## src/rtl/rs_dispatch_arbiter_pkg.sv

```systemverilog
// Shared types for the reservation-station dispatch arbiter: slot payload,
// default option-code type and the round-robin pointer width helper.
package rs_dispatch_arbiter_pkg;

  localparam int DECODE_WIDTH = 2;

  typedef struct packed {
    logic [5:0] rob_id;
    logic [6:0] prd;
  } rs_base_t;

  typedef struct packed {
    rs_base_t base;
  } dispatch_slot_t;

  typedef logic [7:0] option_code_t;

  function automatic int rr_width(input int n);
    return (n > 1) ? $clog2(n) : 1;
  endfunction

endpackage

```

## src/rtl/rs_dispatch_arbiter_checker.sv

```systemverilog
// Protocol checks for the dispatch arbiter: one slot per bank, in-order
// prefix placement, and no write to a bank that is not ready.
module rs_dispatch_arbiter_checker #(
  parameter int DISPATCH_WIDTH = 2,
  parameter int BANK_NUM       = 2,
  parameter int RR_W           = 1
) (
  input logic                                clk,
  input logic                                a_rst_n,
  input logic [DISPATCH_WIDTH-1:0]           pend,
  input logic [DISPATCH_WIDTH-1:0]           placed,
  input logic [DISPATCH_WIDTH-1:0][RR_W-1:0] slot_bank,
  input logic [BANK_NUM-1:0]                 wr_valid,
  input logic [BANK_NUM-1:0]                 wr_ready
);

  logic unique_bank_s;
  logic prefix_s;

  // Evaluate bank uniqueness and prefix ordering of this cycle's placements
  always_comb begin
    unique_bank_s = 1'b1;
    prefix_s      = ((placed & ~pend) == '0);
    for (int s = 0; s < DISPATCH_WIDTH; s++) begin
      for (int t = 0; t < s; t++) begin
        if (placed[s] && placed[t] && (slot_bank[s] == slot_bank[t])) begin
          unique_bank_s = 1'b0;
        end else begin
          unique_bank_s = unique_bank_s;
        end
        if (placed[s] && pend[t] && !placed[t]) begin
          prefix_s = 1'b0;
        end else begin
          prefix_s = prefix_s;
        end
      end
    end
  end

  a_one_slot_per_bank: assert property (@(posedge clk) disable iff (!a_rst_n) unique_bank_s);
  a_prefix_order:      assert property (@(posedge clk) disable iff (!a_rst_n) prefix_s);
  a_write_when_ready:  assert property (@(posedge clk) disable iff (!a_rst_n)
                                        ((wr_valid & ~wr_ready) == '0));

endmodule

```

## src/rtl/rs_dispatch_arbiter_rr_bank_picker.sv

```systemverilog
// Rotates the bank ready mask by the round-robin pointer and lists the ready
// banks in service order, together with how many there are.
module rr_bank_picker
  import rs_dispatch_arbiter_pkg::*;
#(
  parameter int BANK_NUM = 2,
  parameter int RR_W     = rr_width(BANK_NUM),
  parameter int CNT_W    = $clog2(BANK_NUM + 1)
) (
  input  logic [BANK_NUM-1:0]           ready,
  input  logic [RR_W-1:0]               rr,
  output logic [BANK_NUM-1:0][RR_W-1:0] bank_list,
  output logic [CNT_W-1:0]              bank_cnt
);

  // Walk banks rr, rr+1, ... and append each ready one to the list
  always_comb begin
    logic [RR_W:0] idx_s;
    logic          rdy_s;
    int            n_s;
    bank_list = '0;
    bank_cnt  = '0;
    idx_s     = '0;
    rdy_s     = 1'b0;
    n_s       = 0;
    for (int i = 0; i < BANK_NUM; i++) begin
      idx_s = {1'b0, rr} + (RR_W + 1)'(i);
      if (idx_s >= (RR_W + 1)'(BANK_NUM)) begin
        idx_s = idx_s - (RR_W + 1)'(BANK_NUM);
      end else begin
        idx_s = idx_s;
      end
      rdy_s = 1'b0;
      for (int j = 0; j < BANK_NUM; j++) begin
        rdy_s = ((RR_W + 1)'(j) == idx_s) ? ready[j] : rdy_s;
      end
      if (rdy_s) begin
        for (int k = 0; k < BANK_NUM; k++) begin
          bank_list[k] = (k == n_s) ? idx_s[RR_W-1:0] : bank_list[k];
        end
        n_s = n_s + 1;
      end else begin
        n_s = n_s;
      end
    end
    bank_cnt = CNT_W'(n_s);
  end

endmodule

```

## src/rtl/rs_dispatch_arbiter.sv

```systemverilog
// Registers one dispatch group and spreads its pending slots, in slot order,
// over the ready reservation-station banks in rotating order.
module rs_dispatch_arbiter
  import rs_dispatch_arbiter_pkg::*;
#(
  parameter int  DISPATCH_WIDTH = DECODE_WIDTH,
  parameter int  BANK_NUM       = 2,
  parameter type OPTION_CODE    = option_code_t
) (
  input  logic                            clk,
  input  logic                            a_rst_n,
  input  logic                            flush_i,
  input  logic       [DISPATCH_WIDTH-1:0] dis_valid_i,
  input  rs_base_t   [DISPATCH_WIDTH-1:0] dis_base_i,
  input  OPTION_CODE [DISPATCH_WIDTH-1:0] dis_oc_i,
  output logic                            dis_ready_o,
  output logic       [BANK_NUM-1:0]       rs_wr_valid_o,
  input  logic       [BANK_NUM-1:0]       rs_wr_ready_i,
  output rs_base_t   [BANK_NUM-1:0]       rs_base_o,
  output OPTION_CODE [BANK_NUM-1:0]       rs_oc_o
);

  localparam int RR_W  = rr_width(BANK_NUM);
  localparam int CNT_W = $clog2(BANK_NUM + 1);

  dispatch_slot_t [DISPATCH_WIDTH-1:0] grp_q;
  OPTION_CODE     [DISPATCH_WIDTH-1:0] grp_oc_q;
  logic           [DISPATCH_WIDTH-1:0] pend_q;
  logic           [RR_W-1:0]           rr_q;

  logic [BANK_NUM-1:0][RR_W-1:0]       bank_list_s;
  logic [CNT_W-1:0]                    bank_cnt_s;
  logic [DISPATCH_WIDTH-1:0]           placed_s;
  logic [DISPATCH_WIDTH-1:0][RR_W-1:0] slot_bank_s;
  logic [RR_W-1:0]                     last_bank_s;
  logic [RR_W-1:0]                     rr_next_s;
  logic                                accept_s;

  rr_bank_picker #(
    .BANK_NUM (BANK_NUM),
    .RR_W     (RR_W),
    .CNT_W    (CNT_W)
  ) u_picker (
    .ready     (rs_wr_ready_i),
    .rr        (rr_q),
    .bank_list (bank_list_s),
    .bank_cnt  (bank_cnt_s)
  );

  // Map the n-th pending slot to the n-th ready bank; the first slot that
  // cannot be placed blocks every higher slot so order is preserved.
  always_comb begin
    int   n_s;
    logic stop_s;
    placed_s    = '0;
    slot_bank_s = '0;
    last_bank_s = '0;
    n_s         = 0;
    stop_s      = flush_i;
    for (int s = 0; s < DISPATCH_WIDTH; s++) begin
      if (pend_q[s]) begin
        if (!stop_s && (n_s < int'(bank_cnt_s))) begin
          placed_s[s] = 1'b1;
          for (int k = 0; k < BANK_NUM; k++) begin
            slot_bank_s[s] = (k == n_s) ? bank_list_s[k] : slot_bank_s[s];
          end
          last_bank_s = slot_bank_s[s];
          n_s         = n_s + 1;
        end else begin
          stop_s = 1'b1;
        end
      end else begin
        stop_s = stop_s;
      end
    end
  end

  // Drive each bank from the slot placed on it, zero when unused
  always_comb begin
    rs_wr_valid_o = '0;
    rs_base_o     = '0;
    rs_oc_o       = '0;
    for (int b = 0; b < BANK_NUM; b++) begin
      for (int s = 0; s < DISPATCH_WIDTH; s++) begin
        if (placed_s[s] && (slot_bank_s[s] == RR_W'(b))) begin
          rs_wr_valid_o[b] = 1'b1;
          rs_base_o[b]     = grp_q[s].base;
          rs_oc_o[b]       = grp_oc_q[s];
        end else begin
          rs_wr_valid_o[b] = rs_wr_valid_o[b];
        end
      end
    end
  end

  // Group acceptance and next rotation pointer
  always_comb begin
    dis_ready_o = !flush_i && (placed_s == pend_q);
    accept_s    = dis_ready_o && (|dis_valid_i);
    if (placed_s == '0) begin
      rr_next_s = rr_q;
    end else if (({1'b0, last_bank_s} + {{RR_W{1'b0}}, 1'b1}) >= (RR_W + 1)'(BANK_NUM)) begin
      rr_next_s = '0;
    end else begin
      rr_next_s = last_bank_s + RR_W'(1);
    end
  end

  // Group payload, pending mask and rotation pointer
  always_ff @(posedge clk or negedge a_rst_n) begin
    if (!a_rst_n) begin
      grp_q    <= '0;
      grp_oc_q <= '0;
      pend_q   <= '0;
      rr_q     <= '0;
    end else if (flush_i) begin
      pend_q <= '0;
      rr_q   <= '0;
    end else begin
      rr_q <= rr_next_s;
      if (accept_s) begin
        for (int s = 0; s < DISPATCH_WIDTH; s++) begin
          grp_q[s].base <= dis_base_i[s];
        end
        grp_oc_q <= dis_oc_i;
        pend_q   <= dis_valid_i;
      end else begin
        pend_q <= pend_q & ~placed_s;
      end
    end
  end

  rs_dispatch_arbiter_checker #(
    .DISPATCH_WIDTH (DISPATCH_WIDTH),
    .BANK_NUM       (BANK_NUM),
    .RR_W           (RR_W)
  ) u_checker (
    .clk       (clk),
    .a_rst_n   (a_rst_n),
    .pend      (pend_q),
    .placed    (placed_s),
    .slot_bank (slot_bank_s),
    .wr_valid  (rs_wr_valid_o),
    .wr_ready  (rs_wr_ready_i)
  );

endmodule

```

## config.mk

```make
export PLATFORM = sky130hd
export DESIGN_NAME = rs_dispatch_arbiter
export DESIGN_NICKNAME = d
export VERILOG_FILES = /design/src/rtl/rs_dispatch_arbiter_pkg.sv /design/src/rtl/rs_dispatch_arbiter_checker.sv /design/src/rtl/rs_dispatch_arbiter_rr_bank_picker.sv /design/src/rtl/rs_dispatch_arbiter.sv
export SDC_FILE = /design/constraint.sdc
export NUM_CORES = 1
export LEC_CHECK = 0
export ABC_AREA = 1
export CORE_MARGIN = 1.5
export CORE_UTILIZATION = 40
export DETAILED_ROUTE_END_ITERATION = 16
export PLACE_DENSITY = 0.73
export REMOVE_ABC_BUFFERS = 1
export SLEW_MARGIN = 5
export SYNTH_ARGS = -nofsm -noshare
export SYNTH_HDL_FRONTEND = slang
export SYNTH_SLANG_ARGS = --single-unit
```

## constraint.sdc

```tcl
create_clock -name clk -period 3.9 [get_ports clk]
set_input_delay 1.17 -clock clk [delete_from_list [all_inputs] [get_ports clk]]
set_output_delay 1.17 -clock clk [all_outputs]
set_load 0.1 [all_outputs]
```

After elaboration in Yosys (flattened, before gate mapping)

Cells that the tools add are included.

Logic and storage cells: 92
Register bits after elaboration: 45

$add $sub $neg: 6
Multiplexer cells: 45
Reductions and logical operators: 17
Equality and inequality tests: 6
Bitwise gates (word level): 5
Order comparisons: 5

Operators with widths:

| operator                                                                    | count |
|---|---|
| 32-bit zero test                                                            | 2 |
| 13-bit 2-to-1 mux                                                           | 4 |
| 2-bit by 32-bit equality test with 1-bit output, first input constant       | 1 |
| 32-bit by 3-bit less-than comparator with 1-bit output                      | 1 |
| 8-bit 2-to-1 mux                                                            | 4 |
| 1-bit 2-to-1 mux                                                            | 31 |
| 2-bit 2-to-1 mux                                                            | 6 |
| 1-bit logical AND                                                           | 8 |
| 1-bit by 1-bit adder with 2-bit output, second input constant               | 3 |
| 2-bit zero test                                                             | 3 |
| 1-bit by 2-bit equality test with 1-bit output, first input constant        | 2 |
| 2-bit >= comparator, second input constant                                  | 2 |
| 1-bit NOT                                                                   | 3 |
| 2-bit AND                                                                   | 1 |
| 2-bit equality test                                                         | 1 |
| 1-bit by 2-bit >= comparator with 1-bit output, second input constant       | 1 |
| 1-bit zero test                                                             | 2 |
| 1-bit by 2-bit less-than comparator with 1-bit output, first input constant | 1 |
| 2-bit inequality test, second input constant                                | 1 |
| 2-bit NOT                                                                   | 1 |
| 2-bit AND reduction                                                         | 1 |
| 2-bit OR reduction                                                          | 1 |
| 1-bit by 2-bit subtractor with 2-bit output, second input constant          | 1 |
| 2-bit subtractor, second input constant                                     | 1 |
| other kinds (2)                                                             | 2 |

Longest topological paths before layout

Gate-level depths: netlist (run 1).

Depth in word-level cells: 22
Gate-level depth with buffers: 16
Depth with buffers taken out: 16

Modules after synthesis

From an unflattened synthesis (run 1), not the netlist that was laid out.

Cells, all modules: 368
Area total of the unflattened synthesis: 2,696.3 um^2

Modules (own cells, without submodules):

| module              | sequential area each (um^2) | instances | area each (um^2) | cells an instance |
|---|---|---|---|---|
| rs_dispatch_arbiter | 1,126.1                     | 1         | 2,661.3          | 362 |
| rr_bank_picker      | 0.0                         | 1         | 35.0             | 6 |

Least setup slack after synthesis (run 1)

OpenSTA, ideal clock, no wires.

Path kind: input to output
Start: input port rs_wr_ready_i[0]
End: output port rs_wr_valid_o[1]
Required time: 2.730 ns
Buffers on the path: 0
Slack: -1.551 ns
Arrival: 4.281 ns
Stages on the path: 9
Cell sequence: or2_2 > o21ai_0 > ha_1 > nor2_1 > nand2_4 > nand2_2 > a21oi_2 > nand2_1 > o21ai_0

Cells in the longest elaborated chain, start to end: 16
Elaborated cells on any way between the ends: 38

RTL lines:

| what                                                                                            | line                      | source |
|---|---|---|
| from (decl)                                                                                     | rs_dispatch_arbiter.sv:18 | `input logic [BANK_NUM-1:0] rs_wr_ready_i,` |
| branches (longest 15 deep; another with 32-bit by 3-bit less-than comparator with 1-bit output) | n/a                       |  |
| 1-bit 2-to-1 mux *                                                                              | rs_dispatch_arbiter.sv:85 | `if (placed_s[s] && (slot_bank_s[s] == RR_W'(b))) begin` |
| to (decl)                                                                                       | rs_dispatch_arbiter.sv:17 | `output logic [BANK_NUM-1:0] rs_wr_valid_o,` |

Mark *: on every way between the ends.

==> results.txt, run 1 <==
For the count of boundary I/O pins, the log shows 94. The setup slack at placement came out at -0.746 ns. In this run the critical register-to-register path is launched from rr_q.

The checks that failed: negative setup slack. The tools report the data required time at the worst endpoint as 2.73 ns. The core area was 6310 µm². The run finished, with violations left.

Setup repair after global routing could not meet its margin everywhere. Once detailed placement completed, the half-perimeter wirelength came to 5.37 mm. The run gives 0 as the initial antenna violation count. The critical path's largest stage delay was 0.23 ns; the overall via count from detail_route was 3,063. The library cells used most frequently in the layout, excluding fill and tap cells, are sky130_fd_sc_hd__nand2_1, sky130_fd_sc_hd__nand3_1, sky130_fd_sc_hd__buf_12. The sequential cells in the finished layout cover a total of 1130 µm².

The number of slew-limit violations in the final report is 0. 0 antenna diodes ended up in the layout. STA classifies the critical path endpoint as a primary output. Total global-route track usage: 0.261.

The tools report the clock skew after layout as 0.00675 ns. Placed instance count: 546. The final hold violation count is 0, and the number of register bits inferred by synthesis is 45. Excluding fillers, the count of instances in the completed layout stands at 566. Summed over all layers, the global routing overflow is 0. The total number of placement rows is 29, and the final-layout fill cell count is 430. The smallest clock period supported by the final layout is computed as 4.14 ns.

The die covers 7010 µm². The master cell of the clock root buffer was sky130_fd_sc_hd__clkbuf_8. The DRC violation count after routing is 0, and the die extent in x is 83.7 µm. The run gives 0.413 as the initial standard-cell utilization of the core. The H-tree depth reported by CTS is 2, and the share of final-layout standard cells stronger than drive strength 1 is 0.413. The cell family with the largest share of critical-path delay was simple AND/OR/NAND/NOR gates. Across the run, the number of max-cap violations was 0. The worst-case clock buffer depth was 2; the ratio of final minimum period to clock period was 1.06. The average size of a mapped cell came out at 6.93 µm². The growth of design area from synthesis to finish works out to 89.3%. The pin slew with the least headroom to its limit was 1.02 ns; the relative max-transition margin was 0.322.

After detailed routing, the average wire length per cell comes to 17.0 µm. For the number of global-route vias before repair, the log shows 3,069. After clock tree synthesis, the clock-pin slew on the worst setup and hold paths is 0.08 ns. In the final layout, the multi-input gates occupy 1810 µm². The signal on the critical path passes through buf_6 -> or2_4 -> o21ai_4 -> ha_4 -> nor2_4 -> nand2_4 -> nand2_4 -> a21oi_4 -> nand2_2 -> nor2_4 -> buf_8 -> nand2_2 -> nand2_2 -> buf_12.

The library cell contributing the largest single delay on the critical path is sky130_fd_sc_hd__or2_4. Data on the critical path arrives at its endpoint at 2.97 ns. The first global-routing pass estimated 14.7 mm of wire.

The total setup violations reported at the end of the flow is 44. The floorplan die height was 83.7 µm. Class of the most critical hold timing path: flop to flop. STA classifies the critical path startpoint as a primary input. The tools report the routability-driven placement congestion ratio as 0.814. Leaving out fill and tap cells, the most frequent cell in the layout is sky130_fd_sc_hd__nand2_1.

Dividing the detail-routed via count by the number of cells gives 5.41. The combined buffer and inverter count along the critical path was 3; the remaining antenna violation count was 0. Clock tree synthesis inserted a total of 5 buffers. In this run the most critical hold path is launched from grp_oc_q[6].

The number of nets in the layout was 539; the highest clock frequency the design can meet was 242 MHz. The timing startpoint of the critical path was rs_wr_ready_i[0]. The sink count of the clock tree came out at 45. Power spread over the standard cell area amounts to 374 nW/µm².

TritonCTS built the clock tree. The cell count after synthesis came out at 376. During synthesis, Yosys emitted a total of 0 warnings.

The analysis attributes to cell leakage a power of 2.31 nW. In this run the worst path has a maximum fanout of 6. Before antenna repair, the detailed router went through 5 iterations. Entering global routing, the biggest net connects 46 pins.

The logs give 0.00184 W for the total chip power and 0 for the cts-stage hold buffer count. The cell area that synthesis handed to floorplanning was 2600 µm². The worst-case IR drop observed on VDD is 0.262 mV.

The synthesized netlist contains 19 unique library cells. The tools report the total wire length as 9.62 mm. At the later pin of the worst-skew pair, clock insertion delay measures 0.30 ns.

The most frequent cell on the critical path is sky130_fd_sc_hd__nand2_2. The critical path is of the primary input to primary output type. During placement, the flow inserted port buffers numbering 93. In this run, the number of DRC markers left after iteration 0 of detailed routing was 236.

The worst-case setup margin in the final layout is -0.236 ns. The tools report the sequential-to-total area share from yosys stat as 0.432.
==> worst reg2reg max path, delay by kind of cell (launching register included) <==
family / cells / cell delay (ns)
AO/OA/AOI/OAI: 2 / 0.23
adder cells (fa/ha/maj): 1 / 0.18
buffers and inverters: 6 / 1.16
flip-flops: 1 / 0.48
AND/OR/NAND/NOR: 7 / 0.67
==> cells by family after synthesis <==
group / after synthesis / synth area share
simple gates: 263 / 0.422
flops: 45 / 0.432
buf+inv: 37 / 0.0744
compound gates: 29 / 0.0615
fa+ha+maj: 2 / 0.00960
==> flip-flops by register name, summed over array words and instances, names as in the netlist <==
signal / count
grp_oc_q: 16
grp_q: 26
pend_q: 2
rr_q: 1
==> timing repair <==
action	CTS	global route
resized for setup	120	42
pin swaps	26	27
gates cloned	3	1
setup buffers	4	4
setup endpoints to repair	45	44
==> worst paths after layout <==
path | to | slack (ns) | cells past startpoint
setup / recovery | rs_base_o[15] | -0.24 | 14
hold / removal | grp_oc_q[6] | 0.50 | 2
setup reg to reg | grp_oc_q[4] | 1.08 | 16
hold reg to reg | grp_oc_q[6] | 0.50 | 2
max in group asynchronous | grp_q[7] | 2.23 | 1
min in group asynchronous | grp_oc_q[0] | 1.02 | 1
==> metrics by stage <==
stage | hold slack, ns | instance area, µm² | TNS [ns] | util
floorplan | 0.464 | 2450 | -54.35 | -
global placement | 0.478 | 4150 | -27.94 | 0.657
detailed placement | 0.481 | 4150 | -31.01 | 0.657
CTS | 0.501 | 4700 | -9.99 | 0.744
global route | 0.526 | 4930 | -11.53 | 0.781
finish | 0.499 | 4930 | -8.75 | 0.781
==> power by group <==
group / internal, W / total, W / switching [W]
logic: 0.000324 / 0.000845 / 0.000522
registers: 0.000567 / 0.000678 / 0.000111
clock network: 0.000160 / 0.000321 / 0.000161
==> final cells by class <==
cell class              count  area share
multi-input cells         294       0.367
repair buffers            131       0.356
flip-flops and latches     45       0.228
clock buffers               7      0.0195
well taps                  77      0.0195
inverters                  11     0.00837
clock inverters             1     0.00101
==> Yosys cell counts, drive strengths merged <==
master / n / area share
o21ai: 4 / 0.0077
nand3: 66 / 0.13
nor2: 25 / 0.036
or2: 2 / 0.0048
inv: 11 / 0.016
ha: 2 / 0.0096
buf: 16 / 0.044
a21oi: 25 / 0.054
nand2: 170 / 0.25
clkbuf: 10 / 0.014
dfrtp: 45 / 0.43
==> metal layers <==
metal / up-vias / wire, µm / track usage
li1: 1419 / - / -
met1: 1452 / 3730 / 0.327
met2: 164 / 4890 / 0.442
met3: 28 / 776 / 0.0564
met4: 0 / 222 / 0.0984
met5: - / 0 / 0
Power figures use the tool's default switching activity.
==> inputs of run 2 (changes only) <==
- ABC_AREA: 1 -> not set
==> run 2 against run 1 <==
Compared with the run above: worst setup slack worse by 0.19 ns; the run still ends with negative setup slack left; largest cell class is now buffers; flip-flop and latch count unchanged; sequential power down 7.1%; critical endpoint is now rs_oc_o[4].
==> results.txt, run 2 <==
The flow ran to the end, but the final reports show violations. The final reports fail on negative setup slack. The run gives 0.324 (+0.00199) as the relative max-transition margin. The number of nets in the layout was 402 (-25%); the routability-driven placement congestion ratio was 0.909 (+12%). The area share of the largest cell type after synthesis works out to 0.446 (+0.0135).

Yosys attributes the largest share of cell area to sky130_fd_sc_hd__dfrtp_1, sky130_fd_sc_hd__mux2_2, sky130_fd_sc_hd__mux2i_1, sky130_fd_sc_hd__a22o_1, sky130_fd_sc_hd__nand2_1. The sink count of the clock tree is 45 (unchanged), and the die extent in x is 82.5 µm (-1.5%). The run gives 0.230 mV (-12%) as the highest ir drop seen on vdd. In the layout the commonest cells are sky130_fd_sc_hd__buf_12, sky130_fd_sc_hd__dfrtp_1, sky130_fd_sc_hd__clkdlybuf4s50_1. The run gives -0.896 ns (-0.150 ns) as the setup slack at placement.

Via count normalized by instance count: 5.10 (-5.7%). The initial antenna violation count is 0 (unchanged). The total standard cell area after synthesis is 2530 µm² (-3.0%). For the highest clock frequency the design can meet, the log shows 231 MHz (-4.4%). The category of the most critical setup path is primary input to primary output.

The run gives 6030 µm² (-4.6%) as the core area. The largest area contributor in the netlist was sky130_fd_sc_hd__dfrtp_1. The run gives 0.00535 ns (-0.00140 ns) as the clock skew after layout. For the overall via count from detail_route, the log shows 2,179 (-29%).

The number of global-route vias before repair is 2,286 (-26%), and the average size of a mapped cell is 11.3 µm² (+63%). The tools report the total setup violations reported at the end of the flow as 44 (unchanged). STA classifies the critical path endpoint as a primary output. STA classifies the critical path startpoint as a primary input. The worst hold path belongs to the class flop to flop.

Most frequently used flop master after synthesis: sky130_fd_sc_hd__dfrtp_1. The number of flip-flops under the largest register name works out to 26 (unchanged). The tools report the master cell of the clock root buffer as sky130_fd_sc_hd__clkbuf_8. In the final layout, the registers with the most flip-flops are grp_q: 26 flops, grp_oc_q: 16 flops, pend_q: 2 flops. The run gives 4860 µm² (-1.3%) as the total non-filler cell area in the finished layout. The number of distinct library cells after synthesis was 32 (+13). Relative to the synthesized area, the layout overhead comes to 92.6%. The clock-pin slew reported for the worst setup and hold paths after clock tree synthesis was 0.09 ns (about the same); the CTS buffer count was 5 (unchanged). The area of placed instances came out at 4160 µm² (+0.18%). The wire length per cell is 17.4 µm (+2.5%).

For the number of slew-limit violations in the final report, the log shows 0 (unchanged). The remaining antenna violation count is 0 (unchanged), and the first-pass GRT wire length is 11.3 mm (-24%). The number of inserted diodes is 0 (unchanged), and the ratio of final minimum period to clock period is 1.11 (+0.0485). The run gives 46 (unchanged) as the largest net degree at the start of global routing. By count the netlist is led by sky130_fd_sc_hd__dfrtp_1, sky130_fd_sc_hd__mux2_2, sky130_fd_sc_hd__nand2_1. The number of instances in the synthesized netlist is 224 (-40%), and the switching portion of total power is 0.353 (-0.0770). The run gives 0 (unchanged) as the number of warnings issued by yosys.

TritonCTS built the clock tree. The quantity of I/O buffers inserted on ports was 93 (unchanged); the internal power was 0.00110 W (+4.4%). The data required time at the worst endpoint is 2.73 ns (about the same), and the largest fanout on the critical path is 7 (+1).

The tools report the setup slack on the worst flop-to-flop path as 0.69 ns (-0.39 ns). The total wire length is 7.43 mm (-23%), and the initial standard-cell utilization of the core is 0.419 (+0.00662). The share of total power in the clock network came out at 0.214 (+0.040). The share of final-layout standard cells stronger than drive strength 1 was 0.528 (+0.115); the remaining global-route overflow was 0 (unchanged).

The total global-route track usage came out at 0.224 (-0.0373). The pin slew with the least headroom to its limit was 1.01 ns (-0.00298 ns); the count of boundary I/O pins was 94 (unchanged). The tools report the worst-case clock buffer depth as 2 (unchanged). The cts-stage hold buffer count is 0 (unchanged).

Number of register bits inferred by synthesis: 45 (unchanged). For the final hold violation count, the log shows 0 (unchanged). Ranked by flip-flop count, first place goes to grp_q. The max-capacitance violation count came out at 0 (unchanged).

Post-layout minimum cycle time: 4.32 ns (+0.189 ns). Among all cell types in the netlist, the one instantiated most often is sky130_fd_sc_hd__dfrtp_1. The H-tree depth reported by CTS was 2 (unchanged); the switching component of the power was 0.000599 W (-25%). The violation count after the first detailed-routing iteration was 71 (-70%). The clock latency at the later pin of the worst-skew pair is 0.29 ns (about the same). The sequential-to-total area share from yosys stat came out at 0.446 (+0.0135). Total power divided by cell area: 349 nW/µm² (-6.8%). Number of search-and-repair iterations in the first detailed-routing pass: 4 (-1). The number of enable flip-flop cells after synthesis works out to 0 (unchanged).

The most common cell after layout, fill and taps aside is sky130_fd_sc_hd__buf_12. The DRC violation count after routing was 0 (unchanged); the HPWL reported at the end of detailed placement was 5.01 mm (-6.6%). The static leakage is 2.06 nW (-11%). The share of power burned in combinational logic is 0.414 (-0.044). The tools report the part of the total power dissipated in sequential elements as 0.371 (+0.003). The floorplan die height works out to 82.5 µm (-1.5%). Data arrival time of the worst path: 3.15 ns (+0.18 ns).

Setup repair after global routing could not meet its margin everywhere. The async set or reset register ratio after synthesis was 1.00 (unchanged). The die area came out at 6800 µm² (-2.9%). The total number of placement rows was 28 (-3.4%); the worst-case setup margin in the final layout was -0.425 ns (-0.189 ns).
## run 2: cell count changes after synthesis, moves of 3 or more
cell	previous run	this run
sky130_fd_sc_hd__a21oi_1	23	4
sky130_fd_sc_hd__a22o_1	0	21
sky130_fd_sc_hd__buf_2	8	2
sky130_fd_sc_hd__clkbuf_1	10	2
sky130_fd_sc_hd__inv_1	10	23
sky130_fd_sc_hd__mux2_2	0	42
sky130_fd_sc_hd__mux2i_1	0	22
sky130_fd_sc_hd__nand2_1	166	26
sky130_fd_sc_hd__nand3_1	65	2
sky130_fd_sc_hd__nor2_1	25	2
sky130_fd_sc_hd__nor2b_1	0	3
sky130_fd_sc_hd__o21ai_0	4	0
## run 2: cells by family after synthesis
kind of cell             after synthesis  share of synthesized area
adder cells (fa/ha/maj)                2                    0.00990
XOR/XNOR                               2                    0.00694
AND/OR/NAND/NOR                       43                     0.0857
buffers and inverters                 35                     0.0708
AO/OA/AOI/OAI                         33                      0.106
multiplexers                          64                      0.274
flip-flops                            45                      0.446
## run 2: final timing paths
check                                  from      endpoint  cells past startpoint
setup / recovery           rs_wr_ready_i[1]    rs_oc_o[4]                     11
hold reg to reg                   grp_q[12]     grp_q[12]                      1
hold / removal                    grp_q[12]     grp_q[12]                      1
setup reg to reg                       rr_q      grp_q[9]                     16
min in group asynchronous           a_rst_n     grp_q[13]                      1
max in group asynchronous           a_rst_n  grp_oc_q[13]                      1
## run 2: timing repair
action	CTS	global route
resized for setup	85	16
endpoints found under the setup margin	45	45
setup buffers	12	3
pin swaps	31	8
## run 2: power by group through the flow
stage,clock network [W],logic [W],registers (W)
after global placement,0,0.000578,0.000621
after detailed placement,0,0.000589,0.000628
after global routing,0.000391,0.000734,0.000642
final,0.000363,0.000703,0.000630
after floorplan,0,0.000356,0.000608
after CTS,0.000372,0.000679,0.000625
## run 2: per-layer routing
metal	vias to the layer above	GRT usage	wire, µm
met4	0	0.0627	129
met3	15	0.0527	357
li1	1026	-	-
met5	-	0	0
met1	1079	0.253	2850
met2	59	0.416	4100
## run 2: through the flow
step / cells / util / setup TNS, ns / total power [W] / hold WS [ns]
after floorplan: 212 / - / -54.87 / 0.000964 / 0.503
after global placement: 407 / 0.690 / -33.11 / 0.00120 / 0.514
after detailed placement: 407 / 0.690 / -36.12 / 0.00122 / 0.524
after CTS: 426 / 0.790 / -14.98 / 0.00168 / 0.542
after global routing: 427 / 0.807 / -18.20 / 0.00177 / 0.564
final: 427 / 0.807 / -15.55 / 0.00170 / 0.545
## run 2: layout make-up
type	count	area (µm²)
sequential	45	1130
fill	342	1160
clock inverter	1	30.0
multi-input combinational	144	1660
tap	75	93.8
timing repair buffer	132	1780
inverter	23	88.8
clock buffer	7	86.3
## run 2: critical path, cell delays in order
cell                       delay [ns]
sky130_fd_sc_hd__buf_8           0.08
sky130_fd_sc_hd__nor2b_4         0.16
sky130_fd_sc_hd__a21oi_4         0.05
sky130_fd_sc_hd__inv_2           0.09
sky130_fd_sc_hd__ha_4            0.14
sky130_fd_sc_hd__or2b_1          0.25
sky130_fd_sc_hd__a21oi_2         0.15
sky130_fd_sc_hd__a21boi_4        0.37
sky130_fd_sc_hd__buf_12          0.21
sky130_fd_sc_hd__mux2i_4         0.27
sky130_fd_sc_hd__buf_12          0.20
==> inputs of run 3 (changes only) <==
- SETUP_SLACK_MARGIN: not set -> 0.1
==> run 3 against run 2 <==
Compared with the run above: largest power group unchanged; the flow still finishes with violations (negative setup slack); non-clock buffer count is 2 higher; global-route usage is 0.33 points higher; sequential power hardly changed; utilization is 0.62 points higher.
==> results.txt, run 3 (same netlist as run 2, synthesis figures left out) <==
The static leakage was 2.08 nW (+0.82%); the clock-pin slew reported for the worst setup and hold paths after clock tree synthesis was 0.09 ns (about the same). For the first-pass GRT wire length, the log shows 11.5 mm (+1.7%). The tree is rooted in a sky130_fd_sc_hd__clkbuf_8. The relative max-transition margin came out at 0.328 (+0.00421).

For the count of boundary I/O pins, the log shows 94 (unchanged). The area of placed instances was 4160 µm² (unchanged). The total power divided by cell area was 348 nW/µm² (-0.21%); the number of search-and-repair iterations in the first detailed-routing pass was 4 (unchanged). For the highest clock frequency the design can meet, the log shows 230 MHz (-0.41%). The pin slew with the least headroom to its limit was 1.01 ns (-0.00632 ns). Remaining global-route overflow: 0 (unchanged). For the total global-route track usage, the log shows 0.227 (+0.00327). The growth of design area from synthesis to finish was 94.1%. The wire length per cell was 17.6 µm (+1.3%); the share of final-layout standard cells stronger than drive strength 1 was 0.531 (+0.00266). The logs give 2 (unchanged) for the H-tree depth reported by CTS and 0 (unchanged) for the final hold violation count.

The setup slack on the worst flop-to-flop path was 0.61 ns (-0.08 ns). Violation count after the first detailed-routing iteration: 87 (+23%). The smallest hold slack was 0.547 ns (+0.00205 ns). Quantity of I/O buffers inserted on ports: 93 (unchanged). The HPWL reported at the end of detailed placement is 5.01 mm (unchanged). The die extent in x came out at 82.5 µm (unchanged). The flow ran to the end, but the final reports show violations. The largest register by flop count is grp_q. The via count normalized by instance count works out to 5.17 (+1.2%). The placed instance count was 407 (unchanged). The floorplan die height works out to 82.5 µm (unchanged). The filler-free cell count of the finished design is 429 (+0.47%). For the overall via count from detail_route, the log shows 2,216 (+1.7%).

In the layout the commonest cells are sky130_fd_sc_hd__buf_12, sky130_fd_sc_hd__dfrtp_1, sky130_fd_sc_hd__clkdlybuf4s50_1. The cts-stage hold buffer count was 0 (unchanged); the number of flip-flops under the largest register name was 26 (unchanged). The tools report the DRC violation count after routing as 0 (unchanged). The number of nets in the layout was 404 (+0.50%); the ratio of final minimum period to clock period was 1.11 (+0.00453). The logs give 0.230 mV (+0.37%) for the highest ir drop seen on vdd and 0.29 ns (about the same) for the clock latency at the later pin of the worst-skew pair. For the routability-driven placement congestion ratio, the log shows 0.909 (unchanged). The largest registers in the layout are grp_q: 26 flops, grp_oc_q: 16 flops, pend_q: 2 flops. The largest fanout on the critical path was 7 (unchanged); the number of slew-limit violations in the final report was 0 (unchanged).

TritonCTS built the clock tree. The max-capacitance violation count was 0 (unchanged). The number of inserted diodes was 0 (unchanged). For the sink count of the clock tree, the log shows 45 (unchanged). Setup repair after global routing could not meet its margin everywhere. The timing startpoint of the critical path was rs_wr_ready_i[1].

The number of global-route vias before repair came out at 2,302 (+0.70%). The startpoint identified for the worst register-to-register timing path is rr_q. The clock skew after layout is 0.00319 ns (-0.00216 ns). The data required time at the worst endpoint came out at 2.73 ns (about the same).

For the core area, the log shows 6030 µm² (unchanged). The utilization after layout was 0.814 (+0.00623). The critical path is of the primary input to primary output type. The total wire length was 7.56 mm (+1.7%); the initial antenna violation count was 0 (unchanged). The final-layout fill cell count was 337 (-1.5%); the remaining antenna violation count was 0 (unchanged). The class of the most critical hold timing path is flop to flop. The length in cells of the worst reg-to-reg path was 18 (+2).

The largest net degree at the start of global routing was 46 (unchanged). For the total non-filler cell area in the finished layout, the log shows 4900 µm² (+0.77%). The tools report the total number of placement rows as 28 (unchanged).

In this run the worst setup path terminates at rs_oc_o[4]. The library cell used most frequently in the layout, excluding fill and tap cells, is sky130_fd_sc_hd__buf_12. The final reports fail on negative setup slack.

The run gives 0.419 (unchanged) as the initial standard-cell utilization of the core. Die area: 6800 µm² (unchanged). The tools report the sort of element at the end of the critical path as a primary output. The logs give 5 (unchanged) for the CTS buffer count and 3.17 ns (+0.02 ns) for the data arrival time of the worst path.

The worst setup path is launched from a primary input. The worst-case clock buffer depth was 2 (unchanged). The worst-case setup margin in the final layout is -0.442 ns (-0.0177 ns), and the post-layout minimum cycle time is 4.34 ns (+0.0177 ns).

Total setup violations reported at the end of the flow: 45 (+2.3%). Terminus of the critical flop-to-flop path: grp_q[16].
[run 3: cell count changes in the layout (fill, tap and decap cells not counted)]
cell / previous run / this run
sky130_fd_sc_hd__buf_6: 6 / 9
sky130_fd_sc_hd__buf_4: 27 / 26
sky130_fd_sc_hd__nor3b_2: 1 / 0
sky130_fd_sc_hd__nor3b_4: 1 / 2
sky130_fd_sc_hd__nand2_2: 1 / 0
sky130_fd_sc_hd__nand2_4: 1 / 2
[run 3: layout make-up]
| type | instances | area [µm²] | area share |
|---|---|---|---|
| Timing Repair Buffer | 134 | 1800 | 0.368 |
| Clock buffer | 7 | 86.3 | 0.0176 |
| Tap cell | 75 | 93.8 | 0.0191 |
| Inverter | 23 | 88.8 | 0.0181 |
| Multi-Input combinational cell | 144 | 1680 | 0.342 |
| Sequential cell | 45 | 1130 | 0.230 |
| Clock inverter | 1 | 30.0 | 0.00613 |
[run 3: critical path, cell delays in order]
cell                       delay [ns]
sky130_fd_sc_hd__buf_8           0.08
sky130_fd_sc_hd__nor2b_4         0.16
sky130_fd_sc_hd__a21oi_4         0.06
sky130_fd_sc_hd__inv_2           0.09
sky130_fd_sc_hd__ha_4            0.14
sky130_fd_sc_hd__buf_6           0.09
sky130_fd_sc_hd__buf_6           0.10
sky130_fd_sc_hd__o21bai_4        0.06
sky130_fd_sc_hd__a21oi_2         0.16
sky130_fd_sc_hd__a21boi_4        0.37
sky130_fd_sc_hd__buf_12          0.21
sky130_fd_sc_hd__mux2i_4         0.27
sky130_fd_sc_hd__buf_12          0.20
[run 3: worst min path at each step]
stage | startpoint | end | slack [ns] | cells past startpoint
2_1_floorplan | grp_oc_q[10] | grp_oc_q[10] | 0.50 | 1
3_3_place_gp | grp_q[21] | grp_q[21] | 0.51 | 1
3_5_place_dp | grp_oc_q[9] | grp_oc_q[9] | 0.52 | 1
4_1_cts | grp_oc_q[9] | grp_oc_q[9] | 0.54 | 1
5_1_grt | grp_oc_q[2] | grp_oc_q[2] | 0.56 | 1
6_report | grp_q[12] | grp_q[12] | 0.55 | 1
[run 3: report_power, final]
group	internal, W	leakage (nW)	total [W]	switching, W
Clock	0.000209	0.0585	0.000365	0.000156
Sequential	0.000552	0.531	0.000630	0.0000777
Combinational	0.000340	1.49	0.000710	0.000370
[run 3: through the flow]
stage | worst slack, ns | total power (W) | TNS, ns
final | -0.442 | 0.00171 | -18.04
after global routing | -0.512 | 0.00178 | -20.75
after CTS | -0.358 | 0.00168 | -15.05
after detailed placement | -0.896 | 0.00122 | -36.12
after global placement | -0.819 | 0.00120 | -33.11
after floorplan | -1.99 | 0.000964 | -54.87
[run 3: timing repair]
action	in CTS	in global routing
buffers inserted	13	2
resized for setup	86	19
pin swaps	31	4
endpoints found under the setup margin	45	58
[run 3: layer usage]
metal / GRT usage / vias to the layer above / wire length (µm)
met5: 0 / - / 0
met4: 0.0542 / 0 / 122
met3: 0.0527 / 15 / 428
met2: 0.424 / 72 / 4190
met1: 0.259 / 1098 / 2830
li1: - / 1031 / -
